--- config.mk ---
export PLATFORM = sky130hd
export DESIGN_NAME = hankel_stream_gen
export DESIGN_NICKNAME = d
export VERILOG_FILES = /design/src/rtl/hankel_stream_gen.sv
export SDC_FILE = /design/constraint.sdc
export NUM_CORES = 1
export LEC_CHECK = 0
export ABC_CLOCK_PERIOD_IN_PS = 5300
export BUFFER_PORTS_ARGS = -buffer_cell sky130_fd_sc_hd__clkbuf_2
export CAP_MARGIN = 20
export CORE_UTILIZATION = 30
export CTS_CLUSTER_SIZE = 28
export DETAILED_ROUTE_END_ITERATION = 16
export GPL_ROUTABILITY_DRIVEN = 0
export HOLD_SLACK_MARGIN = 0.06
export PLACE_DENSITY = 0.56
export SLEW_MARGIN = 20
export SYNTH_ARGS = -nofsm -noshare
export SYNTH_HDL_FRONTEND = slang
export SYNTH_SLANG_ARGS = --single-unit
--- constraint.sdc ---
create_clock -name clk -period 5.3 [get_ports clk]
set_clock_uncertainty 0.2 [all_clocks]
set_input_delay 0.265 -clock clk [delete_from_list [all_inputs] [get_ports clk]]
set_output_delay 0.265 -clock clk [all_outputs]
set_load 0.02 [all_outputs]
--- src/rtl/hankel_stream_gen.sv ---
// hankel_stream_gen
//   Reads a 1-D sample sequence x[] from a synchronous-read memory and streams the
//   ROWS x COLS Hankel (H[i][j] = x[i+j]) or Toeplitz (T[i][j] = x[COLS-1+i-j]) matrix
//   in row-major order on a valid/ready port, each element tagged with its (row, col).
//   Every element costs one memory read; nothing is cached between elements.
// Ports
//   clk, rst          clock and synchronous active-high reset
//   start             one-cycle request, honoured only when idle
//   mode              0 = Hankel, 1 = Toeplitz (latched on accepted start)
//   base_addr         address of x[0] (latched on accepted start)
//   data              memory read data, valid the cycle after rd
//   addr, rd          memory read address and strobe
//   out_data          matrix element
//   out_row, out_col  element indices
//   out_valid         element valid; consumed when out_valid && out_ready
//   out_ready         consumer ready
//   busy              high whenever a matrix is in progress (including the done cycle)
//   done              one-cycle pulse after the final element is accepted
module hankel_stream_gen #(
    parameter int unsigned DW   = 16,
    parameter int unsigned AW   = 8,
    parameter int unsigned ROWS = 8,
    parameter int unsigned COLS = 8,
    localparam int unsigned RW  = (ROWS > 1) ? $clog2(ROWS) : 1,
    localparam int unsigned CW  = (COLS > 1) ? $clog2(COLS) : 1
) (
    input  logic          clk,
    input  logic          rst,
    input  logic          start,
    input  logic          mode,
    input  logic [AW-1:0] base_addr,
    input  logic [DW-1:0] data,
    output logic [AW-1:0] addr,
    output logic          rd,
    output logic [DW-1:0] out_data,
    output logic [RW-1:0] out_row,
    output logic [CW-1:0] out_col,
    output logic          out_valid,
    input  logic          out_ready,
    output logic          busy,
    output logic          done
);

    typedef enum logic [2:0] {StIdle, StFetch, StLatch, StSend, StDone} state_t;

    state_t        state_q;
    logic [RW-1:0] row_q;
    logic [CW-1:0] col_q;
    logic          mode_q;
    logic [AW-1:0] base_q;

    logic [RW-1:0] next_row;
    logic [CW-1:0] next_col;
    logic          last_elem;
    logic [AW-1:0] first_addr;
    logic [AW-1:0] next_addr;

    // Sequence address of element (r, c); all arithmetic wraps modulo 2^AW.
    function automatic logic [AW-1:0] addr_of(input logic [AW-1:0] b, input logic m,
                                              input logic [RW-1:0] r, input logic [CW-1:0] c);
        logic [AW-1:0] ra;
        logic [AW-1:0] ca;
        ra = AW'(r);
        ca = AW'(c);
        if (m) begin
            return b + AW'(COLS - 1) + ra - ca;
        end
        return b + ra + ca;
    endfunction

    always_comb begin
        next_row  = row_q;
        next_col  = col_q + CW'(1);
        if (col_q == CW'(COLS - 1)) begin
            next_col = '0;
            next_row = row_q + RW'(1);
        end
        last_elem  = (row_q == RW'(ROWS - 1)) && (col_q == CW'(COLS - 1));
        // First address uses the live inputs since they are latched on the same edge.
        first_addr = addr_of(base_addr, mode, '0, '0);
        next_addr  = addr_of(base_q, mode_q, next_row, next_col);
    end

    always_ff @(posedge clk) begin
        if (rst) begin
            state_q   <= StIdle;
            row_q     <= '0;
            col_q     <= '0;
            mode_q    <= 1'b0;
            base_q    <= '0;
            addr      <= '0;
            rd        <= 1'b0;
            out_data  <= '0;
            out_row   <= '0;
            out_col   <= '0;
            out_valid <= 1'b0;
            busy      <= 1'b0;
            done      <= 1'b0;
        end else begin
            // rd and done are single-cycle strobes unless re-armed below.
            rd   <= 1'b0;
            done <= 1'b0;
            unique case (state_q)
                StIdle: begin
                    if (start) begin
                        base_q  <= base_addr;
                        mode_q  <= mode;
                        row_q   <= '0;
                        col_q   <= '0;
                        addr    <= first_addr;
                        rd      <= 1'b1;
                        busy    <= 1'b1;
                        state_q <= StFetch;
                    end
                end
                StFetch: begin
                    state_q <= StLatch;
                end
                StLatch: begin
                    out_data  <= data;
                    out_row   <= row_q;
                    out_col   <= col_q;
                    out_valid <= 1'b1;
                    state_q   <= StSend;
                end
                StSend: begin
                    if (out_ready) begin
                        out_valid <= 1'b0;
                        if (last_elem) begin
                            done    <= 1'b1;
                            state_q <= StDone;
                        end else begin
                            row_q   <= next_row;
                            col_q   <= next_col;
                            addr    <= next_addr;
                            rd      <= 1'b1;
                            state_q <= StFetch;
                        end
                    end
                end
                StDone: begin
                    busy    <= 1'b0;
                    state_q <= StIdle;
                end
                default: begin
                    state_q <= StIdle;
                end
            endcase
        end
    end

endmodule

==> results.md <==
* Final WL at 7.24 mm
* Hold Crit Class: input pin to flip-flop
* First DRT Iteration DRCs at 130
* Synth Instances at 356
* Largest net degree at the start of global routing at 56
* Post-CTS Hold Buffers at 24
* Remaining DRCs at 0
* Chip Width at 99.6 µm
* Max_cap viols at 0
* Final hold vios at 0
* WP data arrival at between 3 and 4 ns
* Synthesis warning total at 0
* Crit path kind: flip-flop to flip-flop
* Hpwl dp at 5.10 mm
* Fin Setup TNS at 0 ns
* Simple logic cell fraction of the synthesized area at 0.210
* Final Cycle Share at 0.704
* I/O pin count at 63
* Area grow syn2layout at 25.0%
* Pre-CTS setup slack at 1.63 ns
* CTS Buf Count at 5
* Vias in the first global route at about 2400
* GRT overflow at 0
* Clk_lat worst skew at 0.31 ns
* Crit Path Max Fanout at 13
* Most used flip-flop cell after synthesis: dfxtp_1
* Routed vias at 2612
* Ratio of cells with drive above 1 in the final layout at 0.169
* Max IR drop VDD at between 0.08 and 0.09 mV
* First-pass GRT wire length at 11.9 mm
* Number of flops mapped to enable cells by yosys at 0
* CORE AREA at 0.00924 mm²
* XOR/XNOR share of the synthesized area at 0.0460
* Seq/Total Area, Yosys at 0.364
* WHS at 0.0830 ns
* Final number of setup-violating endpoints at 0
* H-tree levels at 2
* Min cycle time layout at 3.73 ns
* Via density at between 4 and 5
* Post-layout util at 0.386
* Overall global routing resource usage at 0.153
* Reg area at 0.00104 mm²
* Final Max Slew Viols at 0
* Per-cell routed wire length at 12.9 µm
* PwrDens at 242 mW/mm²
* Seq cells post-synth at 52
* Yosys cell types at 45
* Fmax at 0.268 GHz
* Drt first pass iters at 4
* RSZ-0062 raised after global routing: no
* Port Buf Inserts at 62
* Starting Density at 0.309
* Initial antenna violation count at 0
* Area of the multi-input gates at about 0.0016 mm²
* Syn avg cell area at about 8 µm²
* Adder-Cell Fraction of Synth Area at 0.131
* Row count at 35
* CTS max path bufs at 2
* DIE AREA at 0.00992 mm²
* Status: completed
* Worst path required time at between 5 and 6 ns
* Critical Path Start Type: flip-flop
* Largest family of logic cells by synthesized area: simple AND/OR/NAND/NOR gates
* Mapped Nets at slightly above 400
* Rel. slew slack at 0.441
* Post-synthesis mux area share at 0.0140
* Cts repair resizes at 0
* Filler cell count at 982
* Postcts setup bufs at 0
* Clock Sink Count at 52
* Syn Std Cell Area at 0.00286 mm²
* Clk pin slew, worst setup/hold paths at 0.10 ns
* Worst slew pin tran at 0.839 ns
* Setup crit end kind: flip-flop
* Antenna-violating nets left at 0
* Fraction of registers with async set/reset at 0
* Fin nets at 484
* Diodes inserted at 0
* Leak Pwr at between 1.5 and 2 nW
* Post-route setup slack at 1.57 ns
* Synth Area in Compound Gates at 0.173
* Chip Height at 99.6 µm
* Clock tree root driver cell: clkbuf_8
* CTS tree: yes
==> final cells by class <==
type                    count  area share
multi-input cells         261       0.459
flip-flops and latches     52       0.292
repair buffers             87       0.156
well taps                 129      0.0452
inverters                  23      0.0242
clock buffers               6      0.0203
clock inverters             2     0.00385
==> cell usage after synthesis, types with 2 or more instances <==
cell	instances	share of area
a31oi_1	2	0.0044
a221oi_1	2	0.0061
fa_1	8	0.056
a21o_1	2	0.0053
mux2i_1	4	0.014
xor2_1	8	0.025
nand2_1	73	0.096
o211ai_1	3	0.0079
or2_1	2	0.0044
buf_6	2	0.0079
nand3b_1	3	0.0079
xnor2_1	7	0.021
nor2b_1	7	0.015
inv_1	23	0.030
clkbuf_1	16	0.021
nand2b_1	3	0.0066
a22oi_1	3	0.0079
nor2_1	23	0.030
dfxtp_1	52	0.36
nand3_1	5	0.0088
a21oi_1	45	0.079
and2_1	2	0.0044
a211oi_1	6	0.016
nor3_1	11	0.019
o21ai_0	8	0.014
ha_1	17	0.074
==> state kept, by name, indices dropped and copies added, names as in the netlist, 3 cells and up <==
| register | cells |
|---|---|
| row_q | 3 |
| addr | 8 |
| out_row | 3 |
| out_col | 3 |
| state_q | 3 |
| col_q | 3 |
| out_data | 16 |
| base_q | 8 |
==> critical path, cell delays in order, from the launching register on <==
cell,delay [ns]
dfxtp_1,0.41
ha_1,0.18
ha_1,0.44
mux2i_1,0.36
fa_1,0.46
inv_1,0.07
ha_1,0.18
inv_1,0.06
fa_1,0.37
nor2b_1,0.19
o211ai_1,0.12
xnor2_1,0.15
a221oi_1,0.30
a211oi_1,0.12
==> cells in the final DEF (no fill, tap or decap), types with 2 or more instances in the layout <==
master | netlist | routed
nand2_1 | 73 | 73
dlygate4sd3_1 | 0 | 24
o211ai_1 | 3 | 3
xor2_1 | 8 | 8
a211oi_1 | 6 | 6
a22oi_1 | 3 | 3
and2_1 | 2 | 2
nand3b_1 | 3 | 3
nand2b_1 | 3 | 3
a21oi_1 | 45 | 45
nor2_1 | 23 | 23
inv_1 | 23 | 23
a221oi_1 | 2 | 2
o21ai_0 | 8 | 8
or2_1 | 2 | 2
a31oi_1 | 2 | 2
clkbuf_8 | 0 | 5
dfxtp_1 | 52 | 52
a21o_1 | 2 | 2
mux2i_1 | 4 | 4
clkbuf_2 | 0 | 62
nand3_1 | 5 | 5
nor3_1 | 11 | 11
xnor2_1 | 7 | 7
nor2b_1 | 7 | 7
fa_1 | 8 | 8
ha_1 | 17 | 17
==> path summary, 6_finish.rpt <==
check	from	end	slack, ns	depth (start not counted)
max	col_q[0]$_SDFFE_PP0P_	addr[7]$_SDFFE_PP0P_	1.57	13
min	mode	mode_q$_SDFFE_PP0P_	0.08	3
max reg2reg	col_q[0]$_SDFFE_PP0P_	addr[7]$_SDFFE_PP0P_	1.57	13
min reg2reg	out_col[1]$_SDFFE_PP0P_	out_col[1]$_SDFFE_PP0P_	0.26	2
==> power by group <==
group / internal (mW) / total [mW] / switching, mW
Clock: 0.0946 / 0.232 / 0.138
Combinational: 0.0781 / 0.198 / 0.120
Sequential: 0.414 / 0.434 / 0.0195
==> per-stage QoR <==
stage | std cells | power (mW) | area (µm²)
final | 560 | 0.864 | 3570
after global routing | 560 | 0.920 | 3570
after CTS | 560 | 0.875 | 3570
after detailed placement | 528 | 0.628 | 3240
after global placement | 528 | 0.624 | 3240
after floorplan | 356 | 0.571 | 2860
==> per-layer routing <==
layer | track usage | vias up | share of wire
li1 | - | 1338 | -
met3 | 0.0351 | 11 | 0.042
met5 | 0 | - | 0
met1 | 0.195 | 1216 | 0.46
met4 | 0.0554 | 0 | 0.015
met2 | 0.252 | 47 | 0.48
==> logic make-up (layout without fill, tap and decap cells) <==
kind of cell	Yosys count	after routing
compound gates	81	81
xor+xnor	15	15
fa+ha+maj	25	25
buf+inv	43	118
flops	52	52
mux	4	4
simple gates	136	136
No activity file was read; power rests on OpenSTA's default activity.
